==> src/rtl/spi_bus_pkg.sv <==
// rtl/spi_bus_pkg.sv - shared encodings for the SPI command/bus bridge
package spi_bus_pkg;

    localparam logic [7:0] CMD_READ  = 8'h00;
    localparam logic [7:0] CMD_WRITE = 8'h01;

    typedef enum logic [2:0] {
        FR_CMD,
        FR_ADDR_HI,
        FR_ADDR_LO,
        FR_DATA,
        FR_IGNORE
    } frame_state_t;

    typedef enum logic {
        BUS_IDLE,
        BUS_WAIT
    } bus_state_t;

    localparam int STAT_OVERRUN = 0;
    localparam int STAT_TIMEOUT = 1;
    localparam int STAT_BUSY    = 2;

    function automatic logic [7:0] make_stat(input logic busy, input logic tmo, input logic ovr);
        logic [7:0] s;
        s               = 8'h00;
        s[STAT_BUSY]    = busy;
        s[STAT_TIMEOUT] = tmo;
        s[STAT_OVERRUN] = ovr;
        return s;
    endfunction

endpackage

==> src/rtl/spi_bus_bridge_if.sv <==
// rtl/spi_bus_bridge_if.sv - byte-wide req/ack memory bus
interface spi_bus_bridge_if;
    logic [15:0] bus_addr;
    logic [7:0]  bus_wdata;
    logic        bus_we;
    logic        bus_req;
    logic        bus_ack;
    logic [7:0]  bus_rdata;

    modport master (
        output bus_addr, bus_wdata, bus_we, bus_req,
        input  bus_ack, bus_rdata
    );

    modport slave (
        input  bus_addr, bus_wdata, bus_we, bus_req,
        output bus_ack, bus_rdata
    );
endinterface

==> src/rtl/spi_bus_master.sv <==
// rtl/spi_bus_master.sv - req/ack handshake with timeout and frame-tag filtering
module spi_bus_master
    import spi_bus_pkg::*;
#(
    parameter int TIMEOUT = 64
) (
    input  logic                    clk,
    input  logic                    rst,
    input  logic                    issue,
    input  logic                    issue_we,
    input  logic [15:0]             issue_addr,
    input  logic [7:0]              issue_wdata,
    input  logic                    frame_tag,
    spi_bus_bridge_if.master        bus,
    output logic                    busy,
    output logic                    rd_done,
    output logic                    rd_abort,
    output logic                    timeout,
    output logic [7:0]              rdata
);

    localparam int CNT_W = $clog2(TIMEOUT + 1);

    bus_state_t        state;
    logic [CNT_W-1:0]  cnt;
    logic              tag;
    logic              expired;
    logic              same_frame;

    // cnt counts cycles already spent in WAIT, so req stays high exactly TIMEOUT cycles
    assign expired    = (state == BUS_WAIT) && !bus.bus_ack && (cnt == CNT_W'(TIMEOUT - 1));
    assign same_frame = (tag == frame_tag);
    assign busy       = (state == BUS_WAIT);
    assign timeout    = expired;
    assign rd_done    = busy && bus.bus_ack && !bus.bus_we && same_frame;
    assign rd_abort   = expired && !bus.bus_we && same_frame;
    assign rdata      = bus.bus_rdata;

    always_ff @(posedge clk or negedge rst) begin
        if (!rst) begin
            state         <= BUS_IDLE;
            cnt           <= '0;
            tag           <= 1'b0;
            bus.bus_req   <= 1'b0;
            bus.bus_we    <= 1'b0;
            bus.bus_addr  <= 16'h0000;
            bus.bus_wdata <= 8'h00;
        end else begin
            case (state)
                BUS_IDLE: begin
                    if (issue) begin
                        state         <= BUS_WAIT;
                        bus.bus_req   <= 1'b1;
                        bus.bus_we    <= issue_we;
                        bus.bus_addr  <= issue_addr;
                        bus.bus_wdata <= issue_wdata;
                        cnt           <= '0;
                        tag           <= frame_tag;
                    end
                end
                BUS_WAIT: begin
                    if (bus.bus_ack || expired) begin
                        state       <= BUS_IDLE;
                        bus.bus_req <= 1'b0;
                        cnt         <= '0;
                    end else begin
                        cnt <= cnt + 1'b1;
                    end
                end
                default: state <= BUS_IDLE;
            endcase
        end
    end

endmodule

==> src/rtl/spi_bus_bridge.sv <==
// rtl/spi_bus_bridge.sv - SPI frame parser driving a byte-wide memory bus
module spi_bus_bridge
    import spi_bus_pkg::*;
#(
    parameter int         TIMEOUT   = 64,
    parameter logic [7:0] FILL_BYTE = 8'hFF
) (
    input  logic              clk,
    input  logic              rst,
    input  logic [7:0]        mdata,
    input  logic              data_valid,
    input  logic              data_first,
    output logic [7:0]        sdata,
    spi_bus_bridge_if.master  bus,
    input  logic              err_clr,
    output logic              err_overrun,
    output logic              err_timeout
);

    frame_state_t state;
    logic         is_read;
    logic [15:0]  addr;
    logic         frame_tag;
    logic [7:0]   stat;
    logic         take_cmd;
    logic         issue;
    logic         issue_we;
    logic [15:0]  issue_addr;
    logic         busy;
    logic         rd_done;
    logic         rd_abort;
    logic         timeout;
    logic [7:0]   rdata;

    assign stat     = make_stat(bus.bus_req, err_timeout, err_overrun);
    assign take_cmd = data_valid && (data_first || (state == FR_CMD));

    // Reads run one address ahead so the byte lands in sdata before it is shifted out
    always_comb begin
        issue      = 1'b0;
        issue_we   = 1'b0;
        issue_addr = addr;
        if (data_valid && !take_cmd) begin
            case (state)
                FR_ADDR_LO: begin
                    if (is_read) begin
                        issue      = 1'b1;
                        issue_addr = {addr[15:8], mdata};
                    end
                end
                FR_DATA: begin
                    issue      = 1'b1;
                    issue_we   = !is_read;
                    issue_addr = is_read ? addr + 16'd1 : addr;
                end
                default: ;
            endcase
        end
    end

    spi_bus_master #(.TIMEOUT(TIMEOUT)) u_master (
        .clk         (clk),
        .rst         (rst),
        .issue       (issue && !busy),
        .issue_we    (issue_we),
        .issue_addr  (issue_addr),
        .issue_wdata (mdata),
        .frame_tag   (frame_tag),
        .bus         (bus),
        .busy        (busy),
        .rd_done     (rd_done),
        .rd_abort    (rd_abort),
        .timeout     (timeout),
        .rdata       (rdata)
    );

    always_ff @(posedge clk or negedge rst) begin
        if (!rst) begin
            state       <= FR_CMD;
            is_read     <= 1'b0;
            addr        <= 16'h0000;
            frame_tag   <= 1'b0;
            sdata       <= 8'h00;
            err_overrun <= 1'b0;
            err_timeout <= 1'b0;
        end else begin
            if (rd_done) begin
                sdata <= rdata;
            end else if (rd_abort) begin
                sdata <= FILL_BYTE;
            end

            // Frame-side sdata writes come last so a new frame's status beats late bus results
            if (take_cmd) begin
                if (data_first) begin
                    frame_tag <= ~frame_tag;
                end
                if ((mdata == CMD_READ) || (mdata == CMD_WRITE)) begin
                    is_read <= (mdata == CMD_READ);
                    state   <= FR_ADDR_HI;
                    sdata   <= stat;
                end else begin
                    state <= FR_IGNORE;
                    sdata <= FILL_BYTE;
                end
            end else if (data_valid) begin
                case (state)
                    FR_ADDR_HI: begin
                        addr[15:8] <= mdata;
                        sdata      <= stat;
                        state      <= FR_ADDR_LO;
                    end
                    FR_ADDR_LO: begin
                        addr[7:0] <= mdata;
                        state     <= FR_DATA;
                        if (!is_read) begin
                            sdata <= stat;
                        end
                    end
                    FR_DATA: addr <= addr + 16'd1;
                    default: ;
                endcase
            end

            err_overrun <= (issue && busy) | (err_overrun & ~err_clr);
            err_timeout <= timeout | (err_timeout & ~err_clr);
        end
    end

endmodule

==> src/flat_wrapper.sv <==
// flat-port wrapper written by rule: the top's interface ports become plain ports
module spi_bus_bridge_flat import spi_bus_pkg::*;
#(
    parameter int         TIMEOUT   = 64,
    parameter logic [7:0] FILL_BYTE = 8'hFF
)
  (clk, rst, mdata, data_valid, data_first, sdata, err_clr, err_overrun, err_timeout, bus_bus_addr, bus_bus_wdata, bus_bus_we, bus_bus_req, bus_bus_ack, bus_bus_rdata);
  spi_bus_bridge_if bus_i ();
  input  logic clk;
  input  logic rst;
  input  logic [7:0] mdata;
  input  logic data_valid;
  input  logic data_first;
  output logic [7:0] sdata;
  input  logic err_clr;
  output logic err_overrun;
  output logic err_timeout;
  output wire logic [$bits(bus_i.bus_addr)-1:0] bus_bus_addr;
  output wire logic [$bits(bus_i.bus_wdata)-1:0] bus_bus_wdata;
  output wire logic [$bits(bus_i.bus_we)-1:0] bus_bus_we;
  output wire logic [$bits(bus_i.bus_req)-1:0] bus_bus_req;
  input wire logic [$bits(bus_i.bus_ack)-1:0] bus_bus_ack;
  input wire logic [$bits(bus_i.bus_rdata)-1:0] bus_bus_rdata;
  assign bus_bus_addr = bus_i.bus_addr;
  assign bus_bus_wdata = bus_i.bus_wdata;
  assign bus_bus_we = bus_i.bus_we;
  assign bus_bus_req = bus_i.bus_req;
  assign bus_i.bus_ack = bus_bus_ack;
  assign bus_i.bus_rdata = bus_bus_rdata;
  spi_bus_bridge #(.TIMEOUT(TIMEOUT), .FILL_BYTE(FILL_BYTE)) u_core (.clk(clk), .rst(rst), .mdata(mdata), .data_valid(data_valid), .data_first(data_first), .sdata(sdata), .bus(bus_i), .err_clr(err_clr), .err_overrun(err_overrun), .err_timeout(err_timeout));
endmodule
==> config.mk <==
export PLATFORM = sky130hd
export DESIGN_NAME = spi_bus_bridge_flat
export DESIGN_NICKNAME = d
export VERILOG_FILES = /design/src/rtl/spi_bus_pkg.sv /design/src/rtl/spi_bus_bridge_if.sv /design/src/rtl/spi_bus_master.sv /design/src/rtl/spi_bus_bridge.sv /design/src/flat_wrapper.sv
export SDC_FILE = /design/constraint.sdc
export NUM_CORES = 1
export LEC_CHECK = 0
export ABC_AREA = 1
export CORE_ASPECT_RATIO = 1.75
export CORE_MARGIN = 2
export CORE_UTILIZATION = 45
export DETAILED_ROUTE_END_ITERATION = 6
export PLACE_DENSITY = 0.77
export SKIP_CTS_REPAIR_TIMING = 1
export SYNTH_ARGS = -nofsm -noshare
export SYNTH_HDL_FRONTEND = slang
export SYNTH_SLANG_ARGS = --single-unit
==> constraint.sdc <==
create_clock -name clk -period 1.84 [get_ports clk]
set_input_delay 0.368 -clock clk [delete_from_list [all_inputs] [get_ports clk]]
set_output_delay 0.368 -clock clk [all_outputs]
set_load 0.02 [all_outputs]
# Yosys cells after proc, flatten, opt, wreduce, memory -nomap -nowiden
# Cells that the tools add are included.
# op_classes
add_sub_neg	2
n_eq_ne	8
n_mux	31
bitwise_logic	8
n_reduce_logical	32
# ops
op	n
two-way mux 8 bit	7
one-hot mux 8 bit (2 select lines)	3
two-way mux 16 bit	2
one-hot mux 16 bit (2 select lines)	1
adder 16 x 1 -> 16 bit (second input constant)	1
two-way mux 7 bit	2
one-hot mux 7 bit (2 select lines)	1
logical AND 1 bit	11
AND reduction 2 bit	5
two-way mux 3 bit	3
equality test 8 x 1 -> 1 bit (second input constant)	1
logical NOT 8 bit	1
two-way mux 1 bit	8
adder 7 x 1 -> 7 bit (second input constant)	1
equality test 7 x 6 -> 1 bit (second input constant)	1
equality test 3 x 2 -> 1 bit (second input constant)	2
one-hot mux 1 bit (2 select lines)	3
one-hot mux 3 bit (2 select lines)	1
AND reduction 3 bit	2
nonzero test 2 bit	3
logical NOT 1 bit	5
NOT 1 bit	4
equality test 3 x 1 -> 1 bit (second input constant)	1
logical NOT 3 bit	1
other kinds (7)	11
# totals
ff_bits	66
inputBits	22

# Logic depth before layout (Yosys ltp)
# depth
word_depth	11
mapped_depth	10
mapped_depth_nobuf	10

# Hierarchy
# From an unflattened synthesis, not the netlist that was laid out.
# hier_totals
hier_cells	519
area_unflattened_um2	3784.9
# modules_own_cells
mod	n_inst	cells_per_inst	area_each_um2	seq_area_each_um2
spi_bus_bridge	1	332	2208.4	775.7
spi_bus_master	1	187	1576.5	875.8

# Worst setup path before layout
# No wires, ideal clock.
# synth_timing
path_type	flip-flop to flip-flop
startpoint	register u_core.u_master.bus.bus_we
endpoint	register u_core.sdata[3]
arrival_ns	1.278
t_required_ns	1.703
path_slack_ns	0.425
path_stages_with_launch	7
period_less_slack_ns	1.415
path_cell_list	dfrtp_1 nand3b_1 nor2_1 buf_2 inv_1 o211ai_1 nand2_1
# synth_via
elab_chain_cells	9
# synth_lines
element	line_no	text
start, declared	spi_bus_bridge_if.sv:11	output bus_addr, bus_wdata, bus_we, bus_req,
start signal, assigned	spi_bus_master.sv:54	bus.bus_we <= issue_we;
logical NOT 1 bit (*)	spi_bus_master.sv:35, spi_bus_master.sv:36	
logical AND 1 bit (2 in series)	spi_bus_master.sv:36	assign rd_abort = expired && !bus.bus_we && same_frame;
two-way mux 8 bit	spi_bus_bridge.sv:89	end else if (rd_abort) begin
two-way mux 8 bit (*)	spi_bus_bridge.sv:87	if (rd_done) begin
two-way mux 8 bit	spi_bus_bridge.sv:116	if (!is_read) begin
one-hot mux 8 bit (2 select lines)	spi_bus_bridge.sv:107	case (state)
two-way mux 8 bit (*)	spi_bus_bridge.sv:106	end else if (data_valid) begin
two-way mux 8 bit (*)	spi_bus_bridge.sv:94	if (take_cmd) begin
end signal, assigned	spi_bus_bridge.sv:101	sdata <= stat;
end signal, assigned	spi_bus_bridge.sv:110	sdata <= stat;
end signal, assigned	spi_bus_bridge.sv:117	sdata <= stat;
end, declared	spi_bus_bridge.sv:13	output logic [7:0] sdata,
# Mark *: on every way between the ends. The rest lies on a longest branch, timed or not.
# A chain may end at the register's enable or synchronous reset.

# Final worst setup path
# layout_timing
startpoint	register u_core.state[0]
endpoint	register u_core.u_master.bus.bus_addr[1]
# layout_via
elab_chain_cells	8
# layout_lines
element	line_no	text
start, declared	spi_bus_bridge.sv:20	frame_state_t state;
start signal, assigned	spi_bus_bridge.sv:79	state <= FR_CMD;
start signal, assigned	spi_bus_bridge.sv:100	state <= FR_ADDR_HI;
start signal, assigned	spi_bus_bridge.sv:103	state <= FR_IGNORE;
logical NOT 3 bit	spi_bus_bridge.sv:36	assign take_cmd = data_valid && (data_first || (state == FR_CMD));
logical OR 1 bit	spi_bus_bridge.sv:36	
logical AND 1 bit	spi_bus_bridge.sv:36	
logical NOT 1 bit	spi_bus_bridge.sv:43	if (data_valid && !take_cmd) begin
logical AND 1 bit	spi_bus_bridge.sv:43	
two-way mux 1 bit	spi_bus_bridge.sv:43	
logical AND 1 bit	spi_bus_bridge.sv:64	.issue (issue && !busy),
AND reduction 2 bit (no line)	n/a	
end signal, assigned	spi_bus_master.sv:55	bus.bus_addr <= issue_addr;
end, declared	spi_bus_bridge_if.sv:11	
# Parallel ways exist; a longest one is shown, timed or not.

==> results.py <==
metrics = {
    "outcome": {
        "status": "finished with violations",
        "violations": "hold timing",
    },
    "routing": {
        "drt_iter0_drc": 252,
        "drc": 0,
        "vias": 4008,
        "drt_pass1_iterations": 5,
        "wl_per_cell_um": 17.0,
        "drtAntennaViolNets": 0,
        "via_per_inst": 5.48,
        "routed_wl_um": 12400,
    },
    "final_layout": {
        "diodes": 0,
        "final_cells": 731,
        "post-route-util": 0.614,
        "drive_gt1_frac": 0.110,
        "nNetsFinal": 658,
        "area_growth_pct": 34.5,
        "postLayoutCellArea_um2": 5030,
    },
    "die": {
        "io_pins": 58,
        "row_count": 44,
        "core_um2": 8200,
        "dieHeight_um": 125,
        "die_area_um2": 9090,
        "initial_core_util": 0.456,
        "die_width_um": 72.9,
    },
    "clock_tree": {
        "ctsHtreeMaxLevel": 3,
        "cts_buffer_depth": 2,
        "clk_pin_slew_ns": 0.06,
        "root_buffer": "clkbuf_16",
        "numCtsBuffers": 9,
        "cts_tree": "built",
        "clk_latency_ns": 0.34,
        "clock-sinks": 66,
    },
    "grt": {
        "grt_max_degree": 32,
        "grt_pass1_wl_um": 19800,
        "antenna_found_initial": 0,
        "grt_pass1_vias": 4097,
        "grt_remaining_overflow": 0,
        "grt_use_total": 0.290,
    },
    "critical_path": {
        "endpoint": "u_core.u_master.bus.bus_addr[1]",
        "crit_family": "flip-flops",
        "startpoint_type": "register",
        "path_depth": 8,
        "ff2ff_setup_slack_ns": 0.10,
        "path_buf_inv": 3,
        "cp_slowest_cell": "dfrtp_1",
        "required_ns": 2.12,
        "crit_path_end_kind": "register",
        "path_cells": "inv_2 > nor2_2 > inv_1 > o21ai_0 > nand2_1 > nand2_1 > o21ai_0 > inv_1",
        "r2r_end": "u_core.u_master.bus.bus_addr[1]",
        "path_max_fanout": 7,
        "crit_type": "reg2reg",
        "ff2ff_path_depth": 8,
        "worstReg2RegStart": "u_core.state[0]",
        "cpPeakStageDelay_ns": 0.49,
        "crit_arrival_ns": 2.02,
        "startpoint": "u_core.state[0]",
    },
    "power_and_ir_drop": {
        "leakage_nw": 2.45,
        "peakVddDrop_mv": 0.574,
        "powerDensity_nw_per_um2": 1130,
    },
    "sta": {
        "maxSlewViolCount": 0,
        "period_needed_ns": 1.74,
        "hold_ws_ns": -0.00967,
        "max_slew.worst_pin.slew_ns": 0.497,
        "max_clock_freq_ghz": 0.575,
        "fin_skew_ns": 0.00770,
        "setup_viol": 0,
        "rsz0062_at_grt": "false",
        "maxSlewHeadroom": 0.669,
        "min_period_over_period": 0.944,
        "hold_viol": 12,
    },
    "synth": {
        "syn_area_um2": 3740,
        "yosys-top-cells-count": "nand2_1 (165), nor2_1 (72), dfrtp_1 (66)",
        "synth_top_area_frac": 0.441,
        "yosysSeqAreaShare": 0.441,
        "yosysUniqueCellTypes": 24,
        "syn-num-nets": 562,
        "synthTopCellsByArea": "dfrtp_1 (44%), nand2_1 (17%), nor2_1 (7.2%)",
        "async_reset_ff_frac": 1.00,
        "yosys.area.top_type": "dfrtp_1",
        "synth_flop_cell": "dfrtp_1",
        "synth_edf_count": 0,
        "synth_seq_cells": 66,
        "avgSynthCellArea_um2": 6.96,
        "yosysWarnings": 0,
        "yosysMostFrequentCell": "nand2_1",
        "synth_cells": 538,
    },
    "place": {
        "hpwl_um": 9650,
        "dpl_cell_area_um2": 4710,
        "gp_congestion": 0.976,
        "placed_cells": 715,
        "portBuffers": 57,
    },
    "flow_run": {
        "max-cap-violations": 0,
    },
    "worst_hold_path": {
        "hp-class": "in2async",
    },
}
-- area by class of cell --
cell class              count  area, µm²
clock buffers              10        229
clock inverters             6       91.3
fillers                   765       3170
inverters                  60        225
multi-input cells         398       1800
flip-flops and latches     66       1650
well taps                  92        115
repair buffers             99        918
-- sequential cells by signal, indices dropped and copies added, names as in the netlist --
signal                         count
u_core.u_master.cnt                7
u_core.u_master.tag                1
u_core.u_master.busy               1
u_core.u_master.bus.bus_req        1
u_core.err_timeout                 1
u_core.addr                       16
u_core.sdata                       8
u_core.frame_tag                   1
u_core.u_master.bus.bus_we         1
u_core.is_read                     1
u_core.u_master.bus.bus_addr      16
u_core.u_master.bus.bus_wdata      8
u_core.state                       3
u_core.err_overrun                 1
-- how the worst min path moves through the flow --
stage / endpoint / slack (ns) / cells after the start
detailed placement: u_core.u_master.bus.bus_addr[11] / 0.35 / 1
global route: u_core.u_master.bus.bus_addr[5] / 0.01 / 1
CTS: u_core.u_master.bus.bus_addr[5] / -0.002 / 1
global placement: u_core.u_master.bus.bus_addr[11] / 0.34 / 1
finish: u_core.u_master.bus.bus_addr[5] / -0.01 / 1
floorplan: u_core.addr[0] / 0.07 / 0
-- worst reg2reg max path, cell delays in order, from the launching register on --
cell and delay [ns]:
dfrtp_1 0.49, inv_2 0.12, nor2_2 0.19, inv_1 0.18
o21ai_0 0.42, nand2_1 0.10, nand2_1 0.07, o21ai_0 0.07
inv_1 0.06
-- through the flow --
step | total power, mW | TNS [ns] | setup slack (ns) | hold WS (ns)
after CTS | 5.69 | 0 | 0.125 | -0.00216
after global routing | 5.96 | 0 | 0.0158 | 0.0122
after global placement | 3.80 | -0.00604 | -0.00604 | 0.345
after floorplan | 2.98 | 0 | 0.425 | 0.0724
after detailed placement | 3.83 | -0.0413 | -0.0188 | 0.355
final | 5.67 | 0 | 0.102 | -0.00967
-- cells by family (layout without fill, tap and decap cells) --
family	Yosys count	after routing	share of synthesized area
AO/OA/AOI/OAI	88	88	0.125
AND/OR/NAND/NOR	304	304	0.339
XOR/XNOR	4	4	0.00936
flip-flops	66	66	0.441
buffers and inverters	74	175	0.0782
adder cells (fa/ha/maj)	2	2	0.00668
-- power by group --
group          switching, mW  total [mW]  leakage [nW]  internal [mW]
clock network          0.655        1.84         0.157           1.19
registers              0.254        2.02         0.825           1.77
logic                   1.06        1.81          1.47          0.741
total                   1.97        5.67          2.45           3.70
-- per-layer routing --
metal,part of all wire,GRT usage,vias up
met2,0.53,0.511,161
met1,0.34,0.289,1867
li1,-,-,1915
met5,0,0,-
met3,0.042,0.0461,65
met4,0.085,0.223,0
-- cells in the final DEF, fill, tap and decap left out, drive strengths merged --
cell	synthesis	routed
nor3	4	4
bufinv	0	2
a21oi	32	32
ha	2	2
xor2	4	4
o21ai	44	44
nor2	76	76
clkinv	0	4
buf	12	43
o211ai	6	6
clkdlybuf4s50	0	56
a22oi	3	3
nand2	167	167
nand3b	3	3
inv	60	60
nand3	48	48
clkbuf	2	10
o21bai	2	2
dfrtp	66	66
o22ai	1	1
nand4	6	6
Power figures use the tool's default switching activity.
